===== config.mk =====
export PLATFORM = sky130hd
export DESIGN_NAME = smc_access_seq_lite23_flat
export DESIGN_NICKNAME = d
export VERILOG_FILES = /design/src/rtl/smc_access_seq_lite23_if.sv /design/src/rtl/smc_access_seq_lite23.sv /design/src/flat_wrapper.sv
export SDC_FILE = /design/constraint.sdc
export NUM_CORES = 1
export LEC_CHECK = 0
export CAP_MARGIN = 10
export CORE_UTILIZATION = 45
export CTS_BUF_LIST = sky130_fd_sc_hd__clkbuf_2
export CTS_CLUSTER_DIAMETER = 40
export DETAILED_ROUTE_END_ITERATION = 12
export DONT_BUFFER_PORTS = 1
export HOLD_SLACK_MARGIN = 0.05
export MAX_ROUTING_LAYER = met4
export PLACE_DENSITY = 0.63
export SKIP_LAST_GASP = 1
export SYNTH_ARGS = -nofsm -noshare
export SYNTH_HDL_FRONTEND = slang
export SYNTH_SLANG_ARGS = --single-unit

===== constraint.sdc =====
create_clock -name sys_clk23 -period 3.2 [get_ports sys_clk23]
set_input_delay 0.64 -clock sys_clk23 [delete_from_list [all_inputs] [get_ports sys_clk23]]
set_output_delay 0.64 -clock sys_clk23 [all_outputs]
set_load 0.05 [all_outputs]

===== src/rtl/smc_access_seq_lite23_if.sv =====
// Request/handshake bundle between the AHB-side front end and the SMC
// access sequencer. The master drives the request, the slave (sequencer)
// returns the per-access handshake and state signals.
interface smc_access_seq_lite23_if #(
   parameter int WS_W  = 4,
   parameter int FLT_W = 2
);
   logic             new_access23;
   logic [1:0]       bus_size23;
   logic [1:0]       xfer_size23;
   logic [WS_W-1:0]  r_ws23;
   logic [FLT_W-1:0] r_float23;
   logic             valid_access23;
   logic [1:0]       v_bus_size23;
   logic [1:0]       v_xfer_size23;
   logic [1:0]       r_num_access23;
   logic             smc_done23;
   logic [4:0]       smc_nextstate23;
   logic             smc_busy23;
   logic             xfer_done23;

   modport master (
      output new_access23, bus_size23, xfer_size23, r_ws23, r_float23,
      input  valid_access23, v_bus_size23, v_xfer_size23, r_num_access23,
             smc_done23, smc_nextstate23, smc_busy23, xfer_done23
   );

   modport slave (
      input  new_access23, bus_size23, xfer_size23, r_ws23, r_float23,
      output valid_access23, v_bus_size23, v_xfer_size23, r_num_access23,
             smc_done23, smc_nextstate23, smc_busy23, xfer_done23
   );
endinterface


===== src/rtl/smc_access_seq_lite23.sv =====
// SMC access sequencer: splits one transfer into 1/2/4 external accesses,
// each stretched by programmable wait states, then an optional bus
// turnaround (FLOAT) period before the next request can be taken.
module smc_access_seq_lite23 #(
   parameter int WS_W  = 4,
   parameter int FLT_W = 2
) (
   input logic                sys_clk23,
   input logic                sys_reset23,
   smc_access_seq_lite23_if.slave bus
);

   // One-hot encoding is shared with the address/CS/BE block; 5'b00010 unused.
   typedef enum logic [4:0] {
      ST_IDLE  = 5'b00001,
      ST_RW    = 5'b00100,
      ST_STORE = 5'b01000,
      ST_FLOAT = 5'b10000
   } state_t;

   state_t           r_state, w_next;
   logic [1:0]       r_num, r_bus, r_xfer, w_num_load;
   logic [WS_W-1:0]  r_wcnt, r_ws;
   logic [FLT_W-1:0] r_fcnt, r_flt;
   logic             r_busy, r_xdone;
   logic             w_valid, w_done;

   // Reset masks the combinational handshakes so nothing is accepted or
   // completed while the block is being cleared.
   assign w_valid = bus.new_access23 & (r_state == ST_IDLE) & ~sys_reset23;
   assign w_done  = (r_state == ST_RW) & (r_wcnt == '0) & ~sys_reset23;

   // Number of accesses minus one, from the live request sizes.
   always_comb begin
      w_num_load = 2'd0;
      if (bus.xfer_size23 == 2'b10 && bus.bus_size23 == 2'b00)
         w_num_load = 2'd3;
      else if (bus.xfer_size23 == 2'b10 && bus.bus_size23 == 2'b01)
         w_num_load = 2'd1;
      else if (bus.xfer_size23 == 2'b01 && bus.bus_size23 == 2'b00)
         w_num_load = 2'd1;
   end

   // Next-state decode.
   always_comb begin
      w_next = r_state;
      if (sys_reset23) begin
         w_next = ST_IDLE;
      end else begin
         case (r_state)
            ST_IDLE:  if (w_valid) w_next = ST_RW;
            ST_RW:    if (w_done && r_num == 2'd0) w_next = ST_STORE;
            ST_STORE: w_next = (r_flt != '0) ? ST_FLOAT : ST_IDLE;
            ST_FLOAT: if (r_fcnt == '0) w_next = ST_IDLE;
            default:  w_next = ST_IDLE;
         endcase
      end
   end

   // State register; busy and done flags are registered off the decode.
   always_ff @(posedge sys_clk23) begin
      if (sys_reset23) begin
         r_state <= ST_IDLE;
         r_busy  <= 1'b0;
         r_xdone <= 1'b0;
      end else begin
         r_state <= w_next;
         r_busy  <= (w_next != ST_IDLE);
         r_xdone <= (r_state == ST_STORE);
      end
   end

   // Request capture and access/wait/turnaround counters. Captured copies
   // isolate the in-flight transfer from later changes on the inputs.
   always_ff @(posedge sys_clk23) begin
      if (sys_reset23) begin
         r_num  <= 2'd0;
         r_bus  <= 2'd0;
         r_xfer <= 2'd0;
         r_ws   <= '0;
         r_flt  <= '0;
         r_wcnt <= '0;
         r_fcnt <= '0;
      end else begin
         if (w_valid) begin
            r_bus  <= bus.bus_size23;
            r_xfer <= bus.xfer_size23;
            r_ws   <= bus.r_ws23;
            r_flt  <= bus.r_float23;
            r_num  <= w_num_load;
            r_wcnt <= bus.r_ws23;
         end else if (r_state == ST_RW) begin
            if (r_wcnt != '0) begin
               r_wcnt <= r_wcnt - 1'b1;
            end else if (r_num != 2'd0) begin
               r_num  <= r_num - 1'b1;
               r_wcnt <= r_ws;
            end
         end
         if (r_state == ST_STORE && r_flt != '0)
            r_fcnt <= r_flt - 1'b1;
         else if (r_state == ST_FLOAT && r_fcnt != '0)
            r_fcnt <= r_fcnt - 1'b1;
      end
   end

   assign bus.valid_access23  = w_valid;
   assign bus.smc_done23      = w_done;
   assign bus.smc_nextstate23 = w_next;
   assign bus.v_bus_size23    = w_valid ? bus.bus_size23  : r_bus;
   assign bus.v_xfer_size23   = w_valid ? bus.xfer_size23 : r_xfer;
   assign bus.r_num_access23  = r_num;
   assign bus.smc_busy23      = r_busy;
   assign bus.xfer_done23     = r_xdone;

endmodule


===== src/flat_wrapper.sv =====
// flat-port wrapper written by rule: the top's interface ports become plain ports
module smc_access_seq_lite23_flat 
#(
   parameter int WS_W  = 4,
   parameter int FLT_W = 2
)
  (sys_clk23, sys_reset23, bus_new_access23, bus_bus_size23, bus_xfer_size23, bus_r_ws23, bus_r_float23, bus_valid_access23, bus_v_bus_size23, bus_v_xfer_size23, bus_r_num_access23, bus_smc_done23, bus_smc_nextstate23, bus_smc_busy23, bus_xfer_done23);
  smc_access_seq_lite23_if #(.WS_W(WS_W), .FLT_W(FLT_W)) bus_i ();
  input logic sys_clk23;
  input logic sys_reset23;
  input wire logic [$bits(bus_i.new_access23)-1:0] bus_new_access23;
  input wire logic [$bits(bus_i.bus_size23)-1:0] bus_bus_size23;
  input wire logic [$bits(bus_i.xfer_size23)-1:0] bus_xfer_size23;
  input wire logic [$bits(bus_i.r_ws23)-1:0] bus_r_ws23;
  input wire logic [$bits(bus_i.r_float23)-1:0] bus_r_float23;
  output wire logic [$bits(bus_i.valid_access23)-1:0] bus_valid_access23;
  output wire logic [$bits(bus_i.v_bus_size23)-1:0] bus_v_bus_size23;
  output wire logic [$bits(bus_i.v_xfer_size23)-1:0] bus_v_xfer_size23;
  output wire logic [$bits(bus_i.r_num_access23)-1:0] bus_r_num_access23;
  output wire logic [$bits(bus_i.smc_done23)-1:0] bus_smc_done23;
  output wire logic [$bits(bus_i.smc_nextstate23)-1:0] bus_smc_nextstate23;
  output wire logic [$bits(bus_i.smc_busy23)-1:0] bus_smc_busy23;
  output wire logic [$bits(bus_i.xfer_done23)-1:0] bus_xfer_done23;
  assign bus_i.new_access23 = bus_new_access23;
  assign bus_i.bus_size23 = bus_bus_size23;
  assign bus_i.xfer_size23 = bus_xfer_size23;
  assign bus_i.r_ws23 = bus_r_ws23;
  assign bus_i.r_float23 = bus_r_float23;
  assign bus_valid_access23 = bus_i.valid_access23;
  assign bus_v_bus_size23 = bus_i.v_bus_size23;
  assign bus_v_xfer_size23 = bus_i.v_xfer_size23;
  assign bus_r_num_access23 = bus_i.r_num_access23;
  assign bus_smc_done23 = bus_i.smc_done23;
  assign bus_smc_nextstate23 = bus_i.smc_nextstate23;
  assign bus_smc_busy23 = bus_i.smc_busy23;
  assign bus_xfer_done23 = bus_i.xfer_done23;
  smc_access_seq_lite23 #(.WS_W(WS_W), .FLT_W(FLT_W)) u_core (.sys_clk23(sys_clk23), .sys_reset23(sys_reset23), .bus(bus_i));
endmodule

Word level (Yosys, flattened, before mapping) --
Cells that the tools add are included.
Word-level totals: register bits after elaboration 25, input bits 13, logic and storage cells 69, output and inout bits 15
Cells by class: equality and inequality tests 9, $add $sub $neg 4, multiplexer cells 21, reduce and logical (&&, ||, !) cells 20, bitwise operators 5
Operators with widths (count):
- 5-bit 2-to-1 mux | 5
- 2-bit 2-to-1 mux | 10
- 5-bit one-hot mux with 4 select lines | 1
- 4-bit 2-to-1 mux | 4
- 2-bit nonzero test | 6
- 1-bit logical AND | 6
- 2-bit zero test | 3
- 2-bit by 1-bit subtractor with 2-bit output (second input constant) | 3
- 5-bit by 1-bit equality test with 1-bit output (second input constant) | 1
- 5-bit by 3-bit equality test with 1-bit output (second input constant) | 1
- 5-bit by 4-bit equality test with 1-bit output (second input constant) | 1
- 5-bit equality test (second input constant) | 1
- 5-bit by 1-bit inequality test with 1-bit output (second input constant) | 1
- 1-bit bitwise AND | 4
- 2-bit by 1-bit equality test with 1-bit output (second input constant) | 2
- 4-bit zero test | 1
- 4-bit nonzero test | 1
- 4-bit by 1-bit subtractor with 4-bit output (second input constant) | 1
- 3-bit AND reduction | 1
- 3-bit nonzero test | 1
- 2-bit equality test (second input constant) | 1
- 2-bit inequality test (second input constant) | 1
- 2-bit AND reduction | 1
- 1-bit 2-to-1 mux | 1
- 1-bit inverter | 1

Logic depth before layout (Yosys ltp) --
Gate-level depths: netlist (run 1).
depth in word-level cells 8, depth in mapped cells 6, depth with buffers taken out 6

Worst setup path before layout (run 1) --
OpenSTA, ideal clock, no wires.
path type input to output, start point input sys_reset23, end point output bus_smc_nextstate23[2], data required time 2.560 ns, setup slack 0.111 ns, path buffers 1, stages on the path 5, arrival 2.449 ns, path through nand4b_2 inv_2 buf_4 nor2_1 nor3_1
On the way: elaborated cells between the ends (all ways) 8, classes of those cells mux: 4; bitwise: 3; reduce/logical: 1
RTL lines:
- from (decl) | line flat_wrapper.sv:10 | input logic sys_reset23;
- 1-bit inverter | line smc_access_seq_lite23.sv:30 | assign w_valid = bus.new_access23 & (r_state == ST_IDLE) & ~sys_reset23;
- 1-bit bitwise AND | line smc_access_seq_lite23.sv:30
- via bus_valid_access23 | line flat_wrapper.sv:16 | output wire logic [$bits(bus_i.valid_access23)-1:0] bus_valid_access23;
- 5-bit 2-to-1 mux | line smc_access_seq_lite23.sv:51 | ST_IDLE: if (w_valid) w_next = ST_RW;
- 5-bit one-hot mux with 4 select lines | line smc_access_seq_lite23.sv:50 | case (r_state)
- 5-bit 2-to-1 mux | line smc_access_seq_lite23.sv:47 | if (sys_reset23) begin
- to (decl) | line flat_wrapper.sv:21 | output wire logic [$bits(bus_i.smc_nextstate23)-1:0] bus_smc_nextstate23;
The timed path passes the listed nets, and every way through them passes these cells.

Final worst setup path (run 1) --
start point register u_core.r_wcnt[0], end point output bus_smc_nextstate23[3]
On the way: word-level cells in the longest chain between the ends 7
Ends and longest elaborated chain:
- from (decl) | line smc_access_seq_lite23.sv:23 | logic [WS_W-1:0] r_wcnt, r_ws;
- from (signal assigned) | line smc_access_seq_lite23.sv:91 | r_wcnt <= bus.r_ws23;
- from (signal assigned) | line smc_access_seq_lite23.sv:94 | r_wcnt <= r_wcnt - 1'b1;
- from (signal assigned) | line smc_access_seq_lite23.sv:97 | r_wcnt <= r_ws;
- 4-bit zero test | line smc_access_seq_lite23.sv:31 | assign w_done = (r_state == ST_RW) & (r_wcnt == '0) & ~sys_reset23;
- 1-bit bitwise AND (2 in a row) | line smc_access_seq_lite23.sv:31
- 1-bit logical AND | line smc_access_seq_lite23.sv:52 | ST_RW: if (w_done && r_num == 2'd0) w_next = ST_STORE;
- 5-bit 2-to-1 mux | line smc_access_seq_lite23.sv:52
- 5-bit one-hot mux with 4 select lines | line smc_access_seq_lite23.sv:50
- 5-bit 2-to-1 mux | line smc_access_seq_lite23.sv:47
Every way passes these cells.

==> results.toml, run 1 <==
[placement]
io_buffer_count = 0
place.gp.congestion = 0.8623
hpwl_um = 1898
place_ws_ns = 0.7236

[final_layout]
drive_above_1_share_pct = 14.57
area.sequential_um2 = 500.5
multi_input_area_um2 = 752.0
nFillCells = 251
syn2layout_area_growth_pct = 5.486
diodes = 0
fin_nets = 167

[drt]
drt_pass1_iterations = 4
vias_per_cell = 5.863
ant_nets = 0
drc_errors = 0
wl_per_cell_um = 14.03
drt_iter0_drc = 24
routed_wl_um = 2553
vias = 1067

[logic_synthesis]
ys_seq_elements = 25
synth_cell_types = 50
seq_area_frac_synth_pct = 38.50
synth-async-reset-ratio_pct = 0
synthFlopType = "dfxtp_1"
avgSynthCellArea_um2 = 8.844
synth_cells = 147
syn-cell-area_um2 = 1300
yosys_warnings = 0
synth_edf_count = 0

[worst_setup_path]
worstPathRequired_ns = 2.56
critical_path_arrival_ns = 2.28
setup.worst_path.class = "reg -> out"
endpoint_kind = "output pin"
start_kind = "flop"
cp_max_fo = 5

[clock_network]
cts.path.max_buffers = 2
clk_latency_ns = 0.33
path_clk_slew_ns = 0.23
ctsResizeCount = 0
clkSinkCount = 25
cts_made_buffers = 3
root_buffer = "clkbuf_2"
cts_setup_buffers = 0
cts_tree = "done"
cts_hold_buf = 0
cts_max_level = 1

[global_route]
grt_usage_pct = 18.20
grt_overflow_total = 0
grt_pass1_wl_um = 4381
first_global_vias = 975
grt_start_max_net_pins = 26
antenna_found_initial = 0

[timing]
clock.fmax_ghz = 0.3428
drv_slew = 0
fin_crit_sh_pct = 91.15
final-setup-viol-count = 0
tns_ns = 0
rsz0062_at_grt = "no"
min_period_ns = 2.917
worst_pin_slew_ns = 0.5239
finClkSkew_ns = 0.01826
hold_viol_final = 0
worst_slack_ns = 0.2832
maxSlewHeadroom_pct = 65.07

[status]
status = "finished clean"

[pwr]
p_per_area_nw_per_um2 = 386.7
irDropWorstVdd_uv = 298.0
p_leak_nw = 0.5087

[floorplanning]
rows = 19
die_y_um = 55.75
core-area_um2 = 2758
start_util_pct = 47.14
dieArea_um2 = 3108
dieWidth_um = 55.75
pin_count = 28

[run]
maxCapViolCount = 0

[min_path]
hp-class = "in -> reg"
==> cells by family (layout without fill, tap and decap cells) <==
logic type	Yosys count	after routing	share of synthesized area, %
AO/OA/AOI/OAI	27	27	14.73
AND/OR/NAND/NOR	72	72	34.46
flip-flops	25	25	38.50
other	1	2	0.2885
buffers and inverters	13	16	4.331
XOR/XNOR	1	1	0.6738
multiplexers	6	6	5.101
adder cells (fa/ha/maj)	2	2	1.925
==> area by class of cell <==
type | count | area share (%)
sequential | 25 | 36.50
clock inverter | 1 | 0.3650
clock buffer | 3 | 1.095
timing repair buffer | 4 | 2.190
multi-input combinational | 110 | 54.84
tap | 31 | 2.828
inverter | 8 | 2.190
==> sequential cells by signal (all words and copies together), names as in the netlist <==
register,flops
u_core.r_xfer,2
u_core.bus.smc_busy23,1
u_core.r_fcnt,2
u_core.r_wcnt,4
u_core.r_flt,2
u_core.r_bus,2
u_core.r_ws,4
u_core.bus.xfer_done23,1
u_core.r_state,5
u_core.bus.r_num_access23,2
==> cells in the mapped netlist, types with 2 or more instances <==
cell type	instances	area share, %
dfxtp_1	25	38
nand2_1	15	4.3
a21oi_1	9	3.5
nor2b_1	9	4.3
nor2_1	8	2.3
inv_1	7	2.0
nand2b_1	7	3.4
and2_1	5	2.4
nand3_1	4	1.5
clkbuf_1	3	0.87
mux2_2	3	2.6
nor3_1	3	1.2
o21ai_0	3	1.2
a2111o_1	2	1.7
a221oi_1	2	1.3
buf_4	2	1.2
ha_1	2	1.9
mux2_1	2	1.7
nand3b_1	2	1.2
nand4_1	2	0.96
o21ai_1	2	0.77
or4_1	2	1.2
==> layout by cell type, fill, tap and decap left out, types with 2 or more instances in the layout <==
master / count
dfxtp_1: 25
nand2_1: 15
nor2b_1: 9
a21oi_1: 9
nor2_1: 8
inv_1: 7
nand2b_1: 7
and2_1: 5
nand3_1: 4
buf_4: 4
o21ai_0: 3
mux2_2: 3
clkbuf_2: 3
nor3_2: 2
o21ai_1: 2
a221oi_1: 2
mux2_1: 2
a2111o_1: 2
nand3b_1: 2
nand4_1: 2
nor3_1: 2
or4_1: 2
ha_1: 2
conb_1: 2
==> layer usage <==
layer  GRT usage (%)  vias up  part of all wire [%]
li1                -      533                     -
met1           24.38      490                    48
met2           25.82       38                    44
met3           3.023        6                   6.1
met4           10.71        0                   2.2
met5               -        -                     0
==> critical path, cell delays in order (launching register included) <==
cell and delay (ns):
dfxtp_1 0.40, inv_1 0.09, ha_1 0.23, nor4b_1 0.34, and3_1 0.21, buf_4 0.20, and2_1 0.46
==> metrics by stage <==
stage | hold WS [ns] | utilization, % | cell area [µm²] | power (mW) | cells
floorplan | 0.4367 | - | 1304 | 0.4092 | 148
global placement | 0.4429 | 49.00 | 1351 | 0.4160 | 178
detailed placement | 0.4422 | 49.00 | 1351 | 0.4180 | 178
CTS | 0.2960 | 49.73 | 1371 | 0.5376 | 182
global route | 0.2515 | 49.73 | 1371 | 0.5635 | 182
finish | 0.3274 | 49.73 | 1371 | 0.5303 | 182
==> power breakdown <==
group          leakage (nW)  switching [mW]  internal (mW)  total, mW
sequential            0.203          0.0147          0.322      0.337
clock                0.0164          0.0895         0.0283      0.118
combinational         0.289          0.0486         0.0270     0.0757
total                 0.509           0.153          0.377      0.530
==> worst paths after layout <==
| check | start | endpoint | slack [ns] | cells after the start |
|---|---|---|---|---|
| setup / recovery | u_core.r_wcnt[0] | bus_smc_nextstate23[3] | 0.28 | 6 |
| hold / removal | sys_reset23 | u_core.r_wcnt[2] | 0.33 | 1 |
| setup reg to reg | u_core.r_state[4] | u_core.r_xfer[1] | 1.06 | 4 |
| hold reg to reg | u_core.r_ws[2] | u_core.r_ws[2] | 0.47 | 2 |
No activity file was read; power rests on OpenSTA's default activity.
==> inputs of run 2 (changes only) <==
--- a/config.mk
+++ b/config.mk
@@ -11,7 +11,6 @@
 export CTS_CLUSTER_DIAMETER = 40
 export DETAILED_ROUTE_END_ITERATION = 12
 export DONT_BUFFER_PORTS = 1
-export HOLD_SLACK_MARGIN = 0.05
 export MAX_ROUTING_LAYER = met4
 export PLACE_DENSITY = 0.63
 export SKIP_LAST_GASP = 1
==> constraint.sdc (replaced) <==
create_clock -name sys_clk23 -period 2.8 [get_ports sys_clk23]
set_input_delay 0.56 -clock sys_clk23 [delete_from_list [all_inputs] [get_ports sys_clk23]]
set_output_delay 0.56 -clock sys_clk23 [all_outputs]
set_load 0.05 [all_outputs]
==> results.toml, run 2 (same netlist as run 1, synthesis figures left out) <==
[status]
status = "finished clean"

[clock_network]
clkSinkCount = 25
cts_max_level = 1
clk_latency_ns = 0.34
root_buffer = "clkbuf_2"
cts.path.max_buffers = 2
cts_made_buffers = 3
cts_setup_buffers = 0
cts_hold_buf = 0
cts_tree = "done"
path_clk_slew_ns = 0.23

[placement]
hpwl_um = 2016
place.gp.congestion = 0.8653
io_buffer_count = 0

[final_layout]
drive_above_1_share_pct = 16.88
multi_input_area_um2 = 758.2
top_register = "u_core.r_state"
area.sequential_um2 = 500.5
layout_common_cells = "dfxtp_1, nand2_1, nor2b_1, a21oi_1, nor2_1"
diodes = 0
reg_top3 = "u_core.r_state x5, u_core.r_wcnt x4, u_core.r_ws x4"
final_common_cell = "dfxtp_1"
nFillCells = 275
fin_nets = 170
syn2layout_area_growth_pct = 7.699
largest_reg_flops = 5

[worst_setup_path]
setup.worst_path.class = "reg -> out"
worstPathRequired_ns = 2.24
critical_path_arrival_ns = 2.09
cp_max_fo = 8
ff2ff_setup_slack_ns = 0.80
start_kind = "flop"
endpoint_kind = "output pin"

[drt]
vias = 1074
drt_pass1_iterations = 4
drt_iter0_drc = 33
drc_errors = 0
vias_per_cell = 5.805
ant_nets = 0
routed_wl_um = 2646
wl_per_cell_um = 14.30

[global_route]
grt_overflow_total = 0
grt_start_max_net_pins = 26
grt_pass1_wl_um = 4567
first_global_vias = 1059
antenna_found_initial = 0
grt_usage_pct = 18.84

[timing]
fin_crit_sh_pct = 94.68
final-setup-viol-count = 0
hold_viol_final = 0
drv_slew = 0
tns_ns = 0
clock.fmax_ghz = 0.3772
finClkSkew_ns = 0.01583
worst_pin_slew_ns = 0.5214
maxSlewHeadroom_pct = 65.38
min_period_ns = 2.651

[floorplanning]
start_util_pct = 47.14
dieArea_um2 = 3108
dieWidth_um = 55.75
core-area_um2 = 2758
die_y_um = 55.75
rows = 19
pin_count = 28

[pwr]
fin_total_pwr_mw = 0.6154
p_per_area_nw_per_um2 = 439.6
p_leak_nw = 0.5259
irDropWorstVdd_uv = 240.3

[min_path]
hp-class = "in -> reg"

[run]
maxCapViolCount = 0
## run 2: critical path: stages (launching register included)
cell	delay [ns]
dfxtp_1	0.53
inv_1	0.17
ha_1	0.29
nand2_1	0.08
a221oi_1	0.41
nor3_2	0.06
buf_4	0.20
## run 2: path summary, 6_finish.rpt
check	startpoint	endpoint	depth (start not counted)
hold / removal	sys_reset23	u_core.r_xfer[1]	1
setup reg to reg	u_core.bus.r_num_access23[0]	u_core.r_wcnt[2]	6
hold reg to reg	u_core.r_ws[3]	u_core.r_ws[3]	2
setup / recovery	u_core.bus.r_num_access23[0]	bus_smc_nextstate23[2]	6
## run 2: repair_timing
action                     in CTS  in global routing
resized for setup               0                  1
setup endpoints to repair       0                  1
hold endpoints to repair        0                  0
## run 2: per-stage QoR
step / instances / hold WS [ns] / instance area [µm²] / util [%] / setup WS, ns
2_1_floorplan: 148 / 0.4367 / 1309 / - / 0.2670
3_3_place_gp: 181 / 0.4482 / 1374 / 49.82 / 0.5565
3_5_place_dp: 181 / 0.4505 / 1374 / 49.82 / 0.5380
4_1_cts: 185 / 0.2270 / 1394 / 50.54 / 0.1084
5_1_grt: 185 / 0.2012 / 1400 / 50.77 / -0.01518
6_report: 185 / 0.2458 / 1400 / 50.77 / 0.1489
## run 2: routing by layer
layer | track usage, % | wire length [µm]
met1 | 22.81 | 1226
met2 | 30.64 | 1296
met3 | 3.256 | 97
met4 | 8.571 | 25
met5 | - | 0
## run 2: layout make-up
class	instances	share of cell area (%)
clock buffer	4	1.430
tap	31	2.770
sequential	25	35.75
timing repair buffer	7	3.753
multi-input combinational	110	54.16
inverter	8	2.145
## run 2: where the power goes
part	switching, mW	total, mW	internal, mW	leakage (nW)
Clock	0.105	0.142	0.0377	0.0166
Sequential	0.0163	0.384	0.368	0.203
Combinational	0.0553	0.0885	0.0332	0.306
==> inputs of run 3 (changes only) <==
--- a/config.mk
+++ b/config.mk
@@ -6,14 +6,15 @@
 export NUM_CORES = 1
 export LEC_CHECK = 0
 export CAP_MARGIN = 10
-export CORE_UTILIZATION = 45
+export CORE_UTILIZATION = 64
 export CTS_BUF_LIST = sky130_fd_sc_hd__clkbuf_2
 export CTS_CLUSTER_DIAMETER = 40
 export DETAILED_ROUTE_END_ITERATION = 12
 export DONT_BUFFER_PORTS = 1
 export MAX_ROUTING_LAYER = met4
-export PLACE_DENSITY = 0.63
+export PLACE_DENSITY = 0.83
 export SKIP_LAST_GASP = 1
 export SYNTH_ARGS = -nofsm -noshare
 export SYNTH_HDL_FRONTEND = slang
 export SYNTH_SLANG_ARGS = --single-unit
+export TNS_END_PERCENT = 1
==> results.toml, run 3 (same netlist as run 1, synthesis figures left out) <==
[clock_network]
cts_tree = "done"
cts_max_level = 1
cts_hold_buf = 0
root_buffer = "clkbuf_2"
ctsResizeCount = 0
cts_made_buffers = 3
clk_latency_ns = 0.35
cts.path.max_buffers = 2
path_clk_slew_ns = 0.22
cts_setup_buffers = 0
clkSinkCount = 25

[pwr]
p_per_area_nw_per_um2 = 442.1
p_leak_nw = 0.5217
irDropWorstVdd_uv = 341.3

[placement]
place.gp.congestion = 0.8468
hpwl_um = 1890
place_ws_ns = 0.4562
io_buffer_count = 0
dpl_cell_area_um2 = 1351

[drt]
vias = 1042
drt_iter0_drc = 11
ant_nets = 0
routed_wl_um = 2523
drt_pass1_iterations = 4
wl_per_cell_um = 14.25
drc_errors = 0
vias_per_cell = 5.887

[final_layout]
final_common_cell = "dfxtp_1"
syn2layout_area_growth_pct = 6.833
layout_common_cells = "dfxtp_1, nand2_1, nor2b_1, a21oi_1, nor2_1"
reg_top3 = "u_core.r_state x5, u_core.r_wcnt x4, u_core.r_ws x4"
top_register = "u_core.r_state"
fin_area_um2 = 1389
largest_reg_flops = 5
drive_above_1_share_pct = 16.45
fin_nets = 168
diodes = 0
nFillCells = 136

[worst_setup_path]
endpoint_kind = "output pin"
critical_path_arrival_ns = 2.18
worstPathRequired_ns = 2.24
ff2ff_setup_slack_ns = 0.76
setup.worst_path.class = "reg -> out"
cp_max_fo = 8
start_kind = "flop"

[status]
status = "finished clean"

[timing]
min_period_ns = 2.742
final-setup-viol-count = 0
worst_pin_slew_ns = 0.5993
drv_slew = 0
worst_slack_ns = 0.05788
fin_crit_sh_pct = 97.93
maxSlewHeadroom_pct = 60.05
hold_viol_final = 0
rsz0062_at_grt = "yes"
finClkSkew_ns = 0.008685
clock.fmax_ghz = 0.3647

[floorplanning]
die_y_um = 47.07
start_util_pct = 71.41
rows = 15
core-area_um2 = 1821
dieWidth_um = 47.07
pin_count = 28
dieArea_um2 = 2216

[global_route]
grt_pass1_wl_um = 3926
grt_start_max_net_pins = 26
grt_usage_pct = 26.61
first_global_vias = 953
grt_overflow_total = 0
antenna_found_initial = 0

[min_path]
hp-class = "in -> reg"

[run]
maxCapViolCount = 0
## run 3: path summary, 6_finish.rpt
check	startpoint	cells after the start	end
worst max register to register	u_core.bus.r_num_access23[0]	6	u_core.r_wcnt[2]
worst min register to register	u_core.r_ws[2]	2	u_core.r_ws[2]
worst max-delay path	u_core.bus.r_num_access23[0]	6	bus_smc_nextstate23[2]
worst min-delay path	sys_reset23	1	u_core.r_ws[0]
## run 3: worst max-delay path, stage by stage (launching register included)
cell	delay (ns)
dfxtp_1	0.53
inv_1	0.17
ha_1	0.31
nand2_1	0.10
a221oi_1	0.44
nor3_2	0.07
buf_4	0.20
## run 3: final cells by class
class / instances / area [µm²] / share of cell area [%]
clock buffers: 4 / 20.02 / 1.441
inverters: 8 / 30.03 / 2.162
multi-input cells: 110 / 769.5 / 55.41
flip-flops and latches: 25 / 500.5 / 36.04
well taps: 25 / 31.28 / 2.252
repair buffers: 5 / 37.54 / 2.703
## run 3: metrics by stage
step / power [mW] / util, % / cells / hold slack (ns) / setup TNS [ns]
after floorplan: 0.4682 / - / 148 / 0.4367 / 0
after global placement: 0.4737 / 74.23 / 173 / 0.4466 / 0
after detailed placement: 0.4769 / 74.23 / 173 / 0.4480 / 0
after CTS: 0.6139 / 75.33 / 177 / 0.2329 / 0
after global routing: 0.6362 / 76.29 / 177 / 0.2114 / -0.03510
final: 0.6140 / 76.29 / 177 / 0.2349 / 0
## run 3: power by group
part | total [mW] | switching (mW) | internal (mW) | leakage (nW)
logic | 0.0880 | 0.0555 | 0.0325 | 0.302
registers | 0.385 | 0.0166 | 0.368 | 0.203
clock network | 0.141 | 0.104 | 0.0378 | 0.0166
total | 0.614 | 0.176 | 0.438 | 0.522
## run 3: routing by layer
layer	up-vias	global-route usage, %	share of wire, %
li1	533	-	-
met1	485	28.40	42
met2	20	47.22	53
met3	4	5.000	2.7
met4	0	12.00	1.8
met5	-	-	0
==> edit (flow settings as in run 3) <==
Make the reset (`sys_reset23`) asynchronous in 2 clocked blocks.
--- a/src/rtl/smc_access_seq_lite23.sv
+++ b/src/rtl/smc_access_seq_lite23.sv
@@ -58,7 +58,7 @@
    end
 
    // State register; busy and done flags are registered off the decode.
-   always_ff @(posedge sys_clk23) begin
+   always_ff @(posedge sys_clk23 or posedge sys_reset23) begin
       if (sys_reset23) begin
          r_state <= ST_IDLE;
          r_busy  <= 1'b0;
@@ -72,7 +72,7 @@
 
    // Request capture and access/wait/turnaround counters. Captured copies
    // isolate the in-flight transfer from later changes on the inputs.
-   always_ff @(posedge sys_clk23) begin
+   always_ff @(posedge sys_clk23 or posedge sys_reset23) begin
       if (sys_reset23) begin
          r_num  <= 2'd0;
          r_bus  <= 2'd0;
Formal check against the unedited RTL: differs if sys_reset23 is asserted again (counterexample within 4 cycles, from zero or initial values and one cycle with sys_reset23 high); with sys_reset23 held inactive, the same outputs for 10 cycles.
==> edit against run 3 <==
  * Critical path depth is the same
  * Sequential share of layout area up 9.8 points
  * Sequential cell count unchanged
  * Synthesized area is 3.8% lower
  * Die area decreased by 3.6%
  * First-iteration DRC count grew to 3.8 times the old value
  * Count of clock-buffer cells in the layout is 1 lower
  * Design area is 1.4% lower
  * Global-route usage rose by 1.8 points
  * Setup slack gained 0.14 ns
  * Wire length fell by 2.7%
  * Critical path type unchanged
Power is not compared: it rests on default switching activity, and its combinational part moved more than twofold at a synthesized area within 25%.
==> edit: results (changes against run 3) <==
stage;metric;value;unit;change
outcome;status;finished clean;;
detailed_routing;drt-initial-drc-count;42;;+31
sta;final.setup_skew;0.0104;ns;+0.00167 ns
logic_synthesis;synth_common_cells;nand2_1, dfrtp_1, a21oi_1, inv_1, o21ai_0;;
grt;grt_pass1_wl;4.13;mm;+5.3%
setup_path;crit_arrival;2.05;ns;-0.13 ns
logic_synthesis;synthTopCellsByArea;dfrtp_1, nand2_1, a21oi_1;;
layout;fillerInstances;118;;-13%
detailed_routing;via_per_inst;6.15;;+4.5%
sta;worst_rel_slew_slack;56.9;%;-3.2 points
detailed_routing;wl_met1;1.03;mm;-2.9%
sta;smallest_hold_slack;0.0655;ns;-0.169 ns
layout;layout.nets;158;;-6.0%
logic_synthesis;async_flop_share;100;%;+100 points
placement;dp_hpwl;1.83;mm;-3.0%
placement;gp_congestion;0.863;;+2.0%
cts;cts_inserted_buffers;3;;unchanged
placement;postPlaceCellArea;0.00134;mm2;-1.2%
grt;number_of_global_route_vias_before_repair;937;;-1.7%
setup_path;worst_r2r_endpoint;u_core.r_wcnt[1];;
cts;skew_pair_late_insertion_delay;0.35;ns;about the same
logic_synthesis;ys_seq_area_share;50.1;%;+12 points
cts;post_cts.resized_instances;0;;unchanged
detailed_routing;wl_met2;1.19;mm;-11%
logic_synthesis;synth_cells;132;;-10%
layout;final_layout_size_suffix_gt1_share;14.9;%;-1.6 points
grt;global_router_s_overall_resource_usage;28.4;%;+1.8 points
min_path;hold_path.class;in -> async;;
detailed_routing;dr_wl_met3;219;um;+230%
setup_path;r2r_setup_slack;0.88;ns;+0.12 ns
grt;grt_start_max_net_pins;19;;-27%
setup_path;worstPathMaxFanout;5;;-3
==> edit: cell types whose count changed in the layout (fill, tap and decap cells not counted), sizes merged, moves of 3 or more <==
cell	change
mux2	-5
dfxtp	-25
dfrtp	+24
nor2	-5
nand2	+17
nor2b	-9
nand2b	-6
o211ai	+3
==> edit: routing by layer <==
metal | vias to the layer above | global-route usage, %
li1 | 480 | -
met1 | 490 | 35.9
met2 | 49 | 45.4
met3 | 2 | 9.80
met4 | 0 | 3.53
met5 | - | -
==> edit: worst max path at each step <==
stage                      start                endpoint  slack [ns]  depth (start not counted)
2_1_floorplan   u_core.r_wcnt[0]  bus_smc_nextstate23[3]       -0.05                          5
3_3_place_gp   u_core.r_state[1]  bus_smc_nextstate23[0]        0.55                          3
3_5_place_dp   u_core.r_state[1]  bus_smc_nextstate23[0]        0.50                          3
4_1_cts        u_core.r_state[2]  bus_smc_nextstate23[0]        0.05                          3
5_1_grt         u_core.r_wcnt[0]  bus_smc_nextstate23[2]        0.07                          6
6_report        u_core.r_wcnt[0]  bus_smc_nextstate23[2]        0.19                          6
==> edit: cell families (layout without fill, tap and decap cells) <==
kind of cell	after synthesis	after routing	synth area share, %
fa+ha+maj	3	3	3.00
buf+inv	12	20	4.00
flops	25	25	50.1
compound gates	29	29	16.0
other cells	1	2	0.300
xor+xnor	1	1	0.700
simple gates	61	61	25.9
==> edit: per-stage QoR <==
stage	setup WS [ns]	power, mW	util, %	setup TNS [ns]
4_1_cts	0.0499	0.829	76.2	0
6_report	0.194	0.828	76.8	0
3_5_place_dp	0.501	0.680	74.9	0
3_3_place_gp	0.549	0.671	74.9	0
2_1_floorplan	-0.0514	0.633	-	-0.0514
5_1_grt	0.0693	0.873	76.8	0
==> edit: final cells by class <==
class	count	area [um2]	share of cell area, %
Clock inverter	1	8.76	0.640
Sequential cell	25	627	45.8
Multi-Input combinational cell	96	601	43.9
Timing Repair Buffer	7	52.6	3.84
Clock buffer	3	15.0	1.10
Tap cell	25	31.3	2.29
Inverter	9	33.8	2.47
==> edit: power breakdown <==
group | switching, mW | internal, mW | total, mW
Sequential | 0.0460 | 0.405 | 0.451
Combinational | 0.153 | 0.0752 | 0.228
Clock | 0.111 | 0.0373 | 0.148
Total | 0.310 | 0.518 | 0.828
==> edit: worst max-delay path, stage by stage, from the launching register on <==
cell     delay [ns]
dfrtp_1        0.46
inv_1          0.14
ha_1           0.23
nor3b_1        0.21
buf_4          0.17
nand2_1        0.09
a31o_2         0.39
